$ cat config.mk
export PLATFORM = sky130hd
export DESIGN_NAME = cpu_reg_bank_flat
export DESIGN_NICKNAME = d
export VERILOG_FILES = /design/src/rtl/cpu_reg_bank_if.sv /design/src/rtl/cpu_reg_bank.sv /design/src/flat_wrapper.sv
export SDC_FILE = /design/constraint.sdc
export NUM_CORES = 1
export LEC_CHECK = 0
export BUFFER_PORTS_ARGS = -buffer_cell sky130_fd_sc_hd__clkbuf_2
export CAP_MARGIN = 20
export CORE_UTILIZATION = 50
export CTS_CLUSTER_SIZE = 28
export DETAILED_ROUTE_END_ITERATION = 10
export PLACE_DENSITY_LB_ADDON = 0.3
export SLEW_MARGIN = 20
export SYNTH_ARGS = -nofsm -noshare
export SYNTH_HDL_FRONTEND = slang
export SYNTH_SLANG_ARGS = --single-unit
export TNS_END_PERCENT = 1
$ cat constraint.sdc
create_clock -name clk -period 2.1 [get_ports clk]
set_clock_uncertainty 0.2 [all_clocks]
set_input_delay 0.42 -clock clk [delete_from_list [all_inputs] [get_ports clk]]
set_output_delay 0.42 -clock clk [all_outputs]
set_load 0.02 [all_outputs]
$ cat src/rtl/cpu_reg_bank_if.sv
// Command/read-port bundle for cpu_reg_bank: register loads, SP inc/dec,
// the three read ports and the two status pulses.
interface cpu_reg_bank_if #(
  parameter int unsigned WIDTH    = 8,
  parameter int unsigned NUM_REGS = 4
);
  localparam int unsigned SEL_W = (NUM_REGS > 1) ? $clog2(NUM_REGS) : 1;

  logic             load_en;
  logic [SEL_W-1:0] load_sel;
  logic [WIDTH-1:0] load_data;
  logic             sp_inc;
  logic             sp_dec;
  logic             sb_en;
  logic [SEL_W-1:0] sb_sel;
  logic             db_en;
  logic [SEL_W-1:0] db_sel;
  logic             adl_en;
  logic [WIDTH-1:0] sb_out;
  logic [WIDTH-1:0] db_out;
  logic [WIDTH-1:0] adl_out;
  logic             sp_wrap;
  logic             conflict;

  modport master (
    output load_en, load_sel, load_data, sp_inc, sp_dec,
    output sb_en, sb_sel, db_en, db_sel, adl_en,
    input  sb_out, db_out, adl_out, sp_wrap, conflict
  );

  modport slave (
    input  load_en, load_sel, load_data, sp_inc, sp_dec,
    input  sb_en, sb_sel, db_en, db_sel, adl_en,
    output sb_out, db_out, adl_out, sp_wrap, conflict
  );
endinterface

$ cat src/rtl/cpu_reg_bank.sv
// Edge-triggered bank of CPU programmer registers (A, X, Y, S by default) with
// stack-pointer inc/dec, wrap and illegal-command pulses, and three read ports.
module cpu_reg_bank #(
  parameter int unsigned      WIDTH     = 8,
  parameter int unsigned      NUM_REGS  = 4,
  parameter int unsigned      SP_INDEX  = 3,
  parameter logic [WIDTH-1:0] RESET_VAL = '0,
  parameter logic [WIDTH-1:0] SP_RESET  = WIDTH'('hFF)
) (
  input logic           clk,
  input logic           rst,
  cpu_reg_bank_if.slave bus
);

  localparam int unsigned SEL_W = (NUM_REGS > 1) ? $clog2(NUM_REGS) : 1;

  logic [WIDTH-1:0] regs_q [NUM_REGS];
  logic [WIDTH-1:0] regs_d [NUM_REGS];
  logic             wrap_q, wrap_d;
  logic             conflict_q, conflict_d;

  logic             load_ok;
  logic             sp_load;
  logic             inc_only;
  logic             dec_only;
  logic [WIDTH-1:0] sp_cur;

  assign sp_cur   = regs_q[SP_INDEX];
  assign load_ok  = bus.load_en && (32'(bus.load_sel) < NUM_REGS);
  assign sp_load  = load_ok && (32'(bus.load_sel) == SP_INDEX);
  assign inc_only = bus.sp_inc && !bus.sp_dec;
  assign dec_only = bus.sp_dec && !bus.sp_inc;

  // Next-state: load beats inc/dec on SP; inc+dec together leaves SP alone.
  always_comb begin
    for (int unsigned i = 0; i < NUM_REGS; i++) begin
      regs_d[i] = regs_q[i];
    end
    wrap_d = 1'b0;

    for (int unsigned i = 0; i < NUM_REGS; i++) begin
      if (load_ok && (32'(bus.load_sel) == i)) begin
        regs_d[i] = bus.load_data;
      end
    end

    if (!sp_load) begin
      if (inc_only) begin
        regs_d[SP_INDEX] = sp_cur + 1'b1;
        wrap_d           = (sp_cur == '1);
      end else if (dec_only) begin
        regs_d[SP_INDEX] = sp_cur - 1'b1;
        wrap_d           = (sp_cur == '0);
      end
    end

    conflict_d = (bus.sp_inc && bus.sp_dec)
              || (bus.load_en && !load_ok)
              || (sp_load && (bus.sp_inc || bus.sp_dec));
  end

  always_ff @(posedge clk or posedge rst) begin
    if (rst) begin
      for (int unsigned i = 0; i < NUM_REGS; i++) begin
        regs_q[i] <= (i == SP_INDEX) ? SP_RESET : RESET_VAL;
      end
      wrap_q     <= 1'b0;
      conflict_q <= 1'b0;
    end else begin
      for (int unsigned i = 0; i < NUM_REGS; i++) begin
        regs_q[i] <= regs_d[i];
      end
      wrap_q     <= wrap_d;
      conflict_q <= conflict_d;
    end
  end

  // Read ports are zero when disabled or when the select is out of range.
  always_comb begin
    bus.sb_out = '0;
    bus.db_out = '0;
    for (int unsigned i = 0; i < NUM_REGS; i++) begin
      if (bus.sb_en && (32'(bus.sb_sel) == i)) begin
        bus.sb_out = regs_q[i];
      end
      if (bus.db_en && (32'(bus.db_sel) == i)) begin
        bus.db_out = regs_q[i];
      end
    end
  end

  assign bus.adl_out  = bus.adl_en ? sp_cur : '0;
  assign bus.sp_wrap  = wrap_q;
  assign bus.conflict = conflict_q;

endmodule

$ cat src/flat_wrapper.sv
// flat-port wrapper written by rule: the top's interface ports become plain ports
module cpu_reg_bank_flat 
#(
  parameter int unsigned      WIDTH     = 8,
  parameter int unsigned      NUM_REGS  = 4,
  parameter int unsigned      SP_INDEX  = 3,
  parameter logic [WIDTH-1:0] RESET_VAL = '0,
  parameter logic [WIDTH-1:0] SP_RESET  = WIDTH'('hFF)
)
  (clk, rst, bus_load_en, bus_load_sel, bus_load_data, bus_sp_inc, bus_sp_dec, bus_sb_en, bus_sb_sel, bus_db_en, bus_db_sel, bus_adl_en, bus_sb_out, bus_db_out, bus_adl_out, bus_sp_wrap, bus_conflict);
  cpu_reg_bank_if #(.WIDTH(WIDTH), .NUM_REGS(NUM_REGS)) bus_i ();
  input logic clk;
  input logic rst;
  input wire logic [$bits(bus_i.load_en)-1:0] bus_load_en;
  input wire logic [$bits(bus_i.load_sel)-1:0] bus_load_sel;
  input wire logic [$bits(bus_i.load_data)-1:0] bus_load_data;
  input wire logic [$bits(bus_i.sp_inc)-1:0] bus_sp_inc;
  input wire logic [$bits(bus_i.sp_dec)-1:0] bus_sp_dec;
  input wire logic [$bits(bus_i.sb_en)-1:0] bus_sb_en;
  input wire logic [$bits(bus_i.sb_sel)-1:0] bus_sb_sel;
  input wire logic [$bits(bus_i.db_en)-1:0] bus_db_en;
  input wire logic [$bits(bus_i.db_sel)-1:0] bus_db_sel;
  input wire logic [$bits(bus_i.adl_en)-1:0] bus_adl_en;
  output wire logic [$bits(bus_i.sb_out)-1:0] bus_sb_out;
  output wire logic [$bits(bus_i.db_out)-1:0] bus_db_out;
  output wire logic [$bits(bus_i.adl_out)-1:0] bus_adl_out;
  output wire logic [$bits(bus_i.sp_wrap)-1:0] bus_sp_wrap;
  output wire logic [$bits(bus_i.conflict)-1:0] bus_conflict;
  assign bus_i.load_en = bus_load_en;
  assign bus_i.load_sel = bus_load_sel;
  assign bus_i.load_data = bus_load_data;
  assign bus_i.sp_inc = bus_sp_inc;
  assign bus_i.sp_dec = bus_sp_dec;
  assign bus_i.sb_en = bus_sb_en;
  assign bus_i.sb_sel = bus_sb_sel;
  assign bus_i.db_en = bus_db_en;
  assign bus_i.db_sel = bus_db_sel;
  assign bus_i.adl_en = bus_adl_en;
  assign bus_sb_out = bus_i.sb_out;
  assign bus_db_out = bus_i.db_out;
  assign bus_adl_out = bus_i.adl_out;
  assign bus_sp_wrap = bus_i.sp_wrap;
  assign bus_conflict = bus_i.conflict;
  cpu_reg_bank #(.WIDTH(WIDTH), .NUM_REGS(NUM_REGS), .SP_INDEX(SP_INDEX), .RESET_VAL(RESET_VAL), .SP_RESET(SP_RESET)) u_core (.clk(clk), .rst(rst), .bus(bus_i));
endmodule
After elaboration in Yosys (flattened, before gate mapping)
Index checks and enable logic that the tools add are counted.
Widths: inputs -> output; s select.
- memories kept: 0
- bits in read-only memories: 0
- register bits after elaboration: 34
- bits in latches: 0
- RAM bits: 0
- logic and storage cells: 58
- output and inout port bits: 26
- $lt $le $gt $ge: 0
- bitwise operators: 0
- $add $sub $neg: 2
- multiply operators: 0
- div/mod/pow operators: 0
- mux-type cells: 16
- equal/unequal tests: 10
- reductions and logical operators: 24
- shift operators: 0
- operators with widths (cell ; number):
    $mux 8 ; 13
    $logic_and 1x1->1 ; 16
    $eq 2x2->1 const B ; 6
    $add 8x1->8 const B ; 1
    $eq 8x8->1 const B ; 1
    $logic_not 8->1 ; 1
    $sub 8x1->8 const B ; 1
    $eq 2x1->1 const B ; 3
    $logic_not 2->1 ; 3
    $mux 1 ; 3
    $logic_not 1->1 ; 2
    $logic_or 1x1->1 ; 2

Longest topological paths before layout
- depth after elaboration: 6
- gate-level depth with buffers: 6

Least setup slack after synthesis
No wires, ideal clock.
- path type: input to output
- start: in bus_db_sel[0]
- end: out bus_db_out[4]
- data required time: 1.480 ns
- buffers on the path: 1
- cell stages on the path: 3
- arrival: 1.364 ns
- setup slack: 0.116 ns
- cell sequence: buf_2 > mux4_2 > and2_1
- cells in the longest elaborated chain, start to end: 6
- ends and longest elaborated chain (element ; RTL line ; source):
    from (decl) ; flat_wrapper.sv:22 ; input wire logic [$bits(bus_i.db_sel)-1:0] bus_db_sel;
    $logic_not 2->1 ; cpu_reg_bank.sv:86 ; if (bus.db_en && (32'(bus.db_sel) == i)) begin
    $logic_and 1x1->1 ; cpu_reg_bank.sv:86 ;
    $mux 8 (3 in a row) ; cpu_reg_bank.sv:86 ;
    $mux 8 * ; cpu_reg_bank.sv:86 ;
    to (decl) ; flat_wrapper.sv:25 ; output wire logic [$bits(bus_i.db_out)-1:0] bus_db_out;
Mark *: on every way between the ends. The rest lies on a longest branch, timed or not.

Final worst setup path
- start: reg u_core.regs_q[31] (netlist bit)
- end: out bus_sb_out[7]
- cells in the longest elaborated chain, start to end: 4
- ends and longest elaborated chain (element ; RTL line ; source):
    from (decl) ; cpu_reg_bank.sv:17 ; logic [WIDTH-1:0] regs_q [NUM_REGS];
    from (signal, indexed assignment) ; cpu_reg_bank.sv:65 ; regs_q[i] <= (i == SP_INDEX) ? SP_RESET : RESET_VAL;
    from (signal, indexed assignment) ; cpu_reg_bank.sv:71 ; regs_q[i] <= regs_d[i];
    $mux 8 (4 in a row) ; cpu_reg_bank.sv:83 ; if (bus.sb_en && (32'(bus.sb_sel) == i)) begin
    to (decl) ; flat_wrapper.sv:24 ; output wire logic [$bits(bus_i.sb_out)-1:0] bus_sb_out;
No other way between the ends.

==> flow_metrics.py <==
metrics = {
    "clock_tree": {
        "clock_sinks": 34,
        "htree_levels": 2,
        "tritoncts": "built",
        "clock_path_buffers": 2,
        "clk_latency_ns": 0.28,
        "cts.clk_slew.worst_paths_ns": 0.07,
        "cts_buffers": 5,
        "cts_root_buffer": "clkbuf_8",
    },
    "detailed_routing": {
        "drc_errors": 0,
        "routed.top_layer": "met4",
        "avgRoutedWirePerCell_um": 16.84,
        "vias": 1653,
        "wl_um": 4916,
        "ant_nets": 0,
        "drtIter0Drc": 115,
        "wl_met2_um": 2417,
        "vias_per_cell": 5.661,
        "wl_met3_um": 257,
        "wl_met1_um": 2171,
        "firstDrtPassIters": 4,
    },
    "synth": {
        "synth-edff-count": 0,
        "ys_seq_area_share_pct": 38.94,
        "synth_cell_type_count": 43,
        "ys_ff_latch": 34,
        "ys.flop_type": "dfrtp_1",
        "synth_area_mm2": 0.002211,
        "synthCells": 180,
        "synth.avg_cell_area_um2": 12.28,
        "syn_nets": 205,
        "yosysWarnings": 0,
        "ys_async_sr_fraction_pct": 100.0,
    },
    "floorplanning": {
        "die_w_um": 68.50,
        "boundaryPins": 48,
        "core_mm2": 0.004115,
        "die_y_um": 68.50,
        "floorplan.die_area_mm2": 0.004692,
        "start_util_pct": 53.72,
        "rows": 23,
    },
    "sta": {
        "rsz0062_at_grt": "yes",
        "whs_ns": -0.006318,
        "tns_ns": 0,
        "period_needed_ns": 2.087,
        "relSlewSlack_pct": 67.14,
        "final-hold-violation-count": 2,
        "max_freq_mhz": 479.2,
        "report.final.slew_viol_count": 0,
        "max_slew.worst_pin.slew_ns": 0.4929,
        "finalCritPeriodShare_pct": 99.37,
        "setup_viol": 0,
    },
    "finish": {
        "nets": 266,
        "layout.core_utilization_pct": 66.52,
        "stdcell_count": 292,
        "drive_gt1_share_pct": 56.20,
        "layout-area-overhead-vs-synth_pct": 23.83,
        "num_antenna_cells": 0,
    },
    "placed_design": {
        "numPortBuffers": 47,
        "gp_congestion": 0.7682,
        "placed_cells": 276,
        "dpl.hpwl_um": 3532,
    },
    "critical_path": {
        "r2r_cells": 7,
        "critPathArrivalTime_ns": 1.47,
        "crit_required_ns": 1.48,
        "worstSetupStartpointType": "register",
        "setup.worst_path.end": "bus_sb_out[7]",
        "timing.rr.end": "u_core.sp_cur[6]",
        "worstSetupPathType": "register to output port",
        "crit_path_start": "u_core.regs_q[31]",
        "path_max_fanout": 3,
        "r2r_slack_ns": 0.21,
        "timing.rr.start": "u_core.sp_cur[0]",
        "cp-end-kind": "output port",
    },
    "global_route": {
        "grt_max_degree": 35,
        "grt_pass1_vias": 1504,
        "grt_pass1_wl_um": 7410,
        "track_usage_pct": 22.60,
        "grt-ovfl-total": 0,
        "antenna_found_initial": 0,
    },
    "status": {
        "status": "finished, violations left",
        "failed_checks": "hold timing",
    },
    "worst_hold_path": {
        "holdCritPathClass": "primary input to asynchronous set/reset pin",
    },
    "power": {
        "p_leak_uw": 0.001224,
        "power_density_mw_per_mm2": 985.9,
        "vdd_drop_max_mv": 0.3536,
    },
    "run": {
        "cap_violations": 0,
    },
}
## through the flow
step,power [uW],setup WS (ns),instance area [um2]
finish,2699,0.01316,2738
global route,2870,-0.02180,2738
CTS,2560,-0.05941,2611
detailed placement,2063,-0.07718,2515
global placement,2036,-0.05232,2515
floorplan,1790,0.1159,2211
## worst min path at each step
stage | startpoint | endpoint | slack [ns] | cells past startpoint
2_1_floorplan | u_core.regs_q[10] | u_core.regs_q[10] | 0.29 | 1
3_3_place_gp | u_core.regs_q[11] | u_core.regs_q[11] | 0.30 | 1
3_5_place_dp | u_core.regs_q[21] | u_core.regs_q[21] | 0.31 | 1
4_1_cts | rst | u_core.bus.conflict | 0.02 | 3
5_1_grt | rst | u_core.regs_q[8] | 0.06 | 3
6_report | rst | u_core.bus.conflict | -0.006 | 3
## cells in the final DEF, fill, tap and decap left out, types with 8 or more instances in the layout
| cell type | Yosys | routed |
|---|---|---|
| dfstp_2 | 8 | 8 |
| buf_4 | 3 | 21 |
| dfrtp_1 | 26 | 26 |
| mux4_2 | 16 | 16 |
| mux2_2 | 24 | 24 |
| nand2_1 | 9 | 9 |
| clkbuf_2 | 1 | 32 |
| and2_1 | 24 | 16 |
| nor2_1 | 9 | 9 |
| and2_4 | 0 | 8 |
## cell usage after synthesis (2+ instances only)
master    count  area (um2)
dfrtp_1      26       650.6
and2_1       24       150.1
mux2_2       24       270.3
mux4_2       16       360.4
nand2_1       9       33.78
nor2_1        9       33.78
dfstp_2       8       210.2
buf_2         6       30.03
nand3_1       4       20.02
nand3b_1      4       30.03
and3_1        3       18.77
buf_4         3       22.52
ha_1          3       37.54
inv_1         3       11.26
xnor2_1       3       26.28
a21oi_1       2       10.01
nand2b_1      2       12.51
nand4_1       2       12.51
nor4_2        2       25.02
o21ai_0       2       10.01
o21ai_1       2       10.01
xor2_1        2       17.52
## layer usage
layer  track usage, %  vias to the layer above
met5                0                        -
met4            8.854                        0
met3            3.947                        7
met2            36.89                       48
met1            29.84                      820
li1                 -                      778
## cells by family (layout without fill, tap and decap cells)
kind of cell,count (synthesis),count (layout),synth area share (%)
and+or+nand+nor,69,69,20.03
muxes,41,41,28.98
DFF,34,34,38.94
buffers and inverters,14,76,3.622
AOI/OAI and AO/OA,13,13,4.301
xor gates and xnor gates,5,5,1.981
adders and majority gates,4,4,2.151
## critical path: stages, from the launching register on
cell and delay (ns):
dfrtp_1 0.41, mux4_2 0.46, and2_1 0.16, buf_2 0.15
## area by class of cell
class | count | area [um2]
Clock inverter | 1 | 5.005
Fill cell | 339 | 1378
Tap cell | 50 | 62.56
Sequential cell | 34 | 860.8
Inverter | 3 | 11.26
Timing Repair Buffer | 65 | 421.7
Multi-Input combinational cell | 132 | 1290
Clock buffer | 7 | 86.33
## what timing repair did
| action | 4_1_cts | 5_1_grt |
|---|---|---|
| resized for setup | 2 | 38 |
| pin swaps | 0 | 2 |
| hold buffers | 0 | 0 |
| setup buffers | 0 | 8 |
| setup endpoints to repair | 15 | 16 |
## state kept, by name, summed over array words and instances, names as in the netlist
signal / cells
u_core.regs_q: 24
u_core.bus.conflict: 1
u_core.sp_cur: 8
u_core.bus.sp_wrap: 1
## where the power goes
| part | leakage, uW | internal (uW) | switching (uW) | total [uW] |
|---|---|---|---|---|
| logic | 0.000781 | 623 | 581 | 1200 |
| registers | 0.000395 | 867 | 137 | 1000 |
| clock network | 0.0000482 | 264 | 227 | 492 |
| total | 0.00122 | 1750 | 945 | 2700 |
Note: power is estimated with default switching activity, not from simulation.
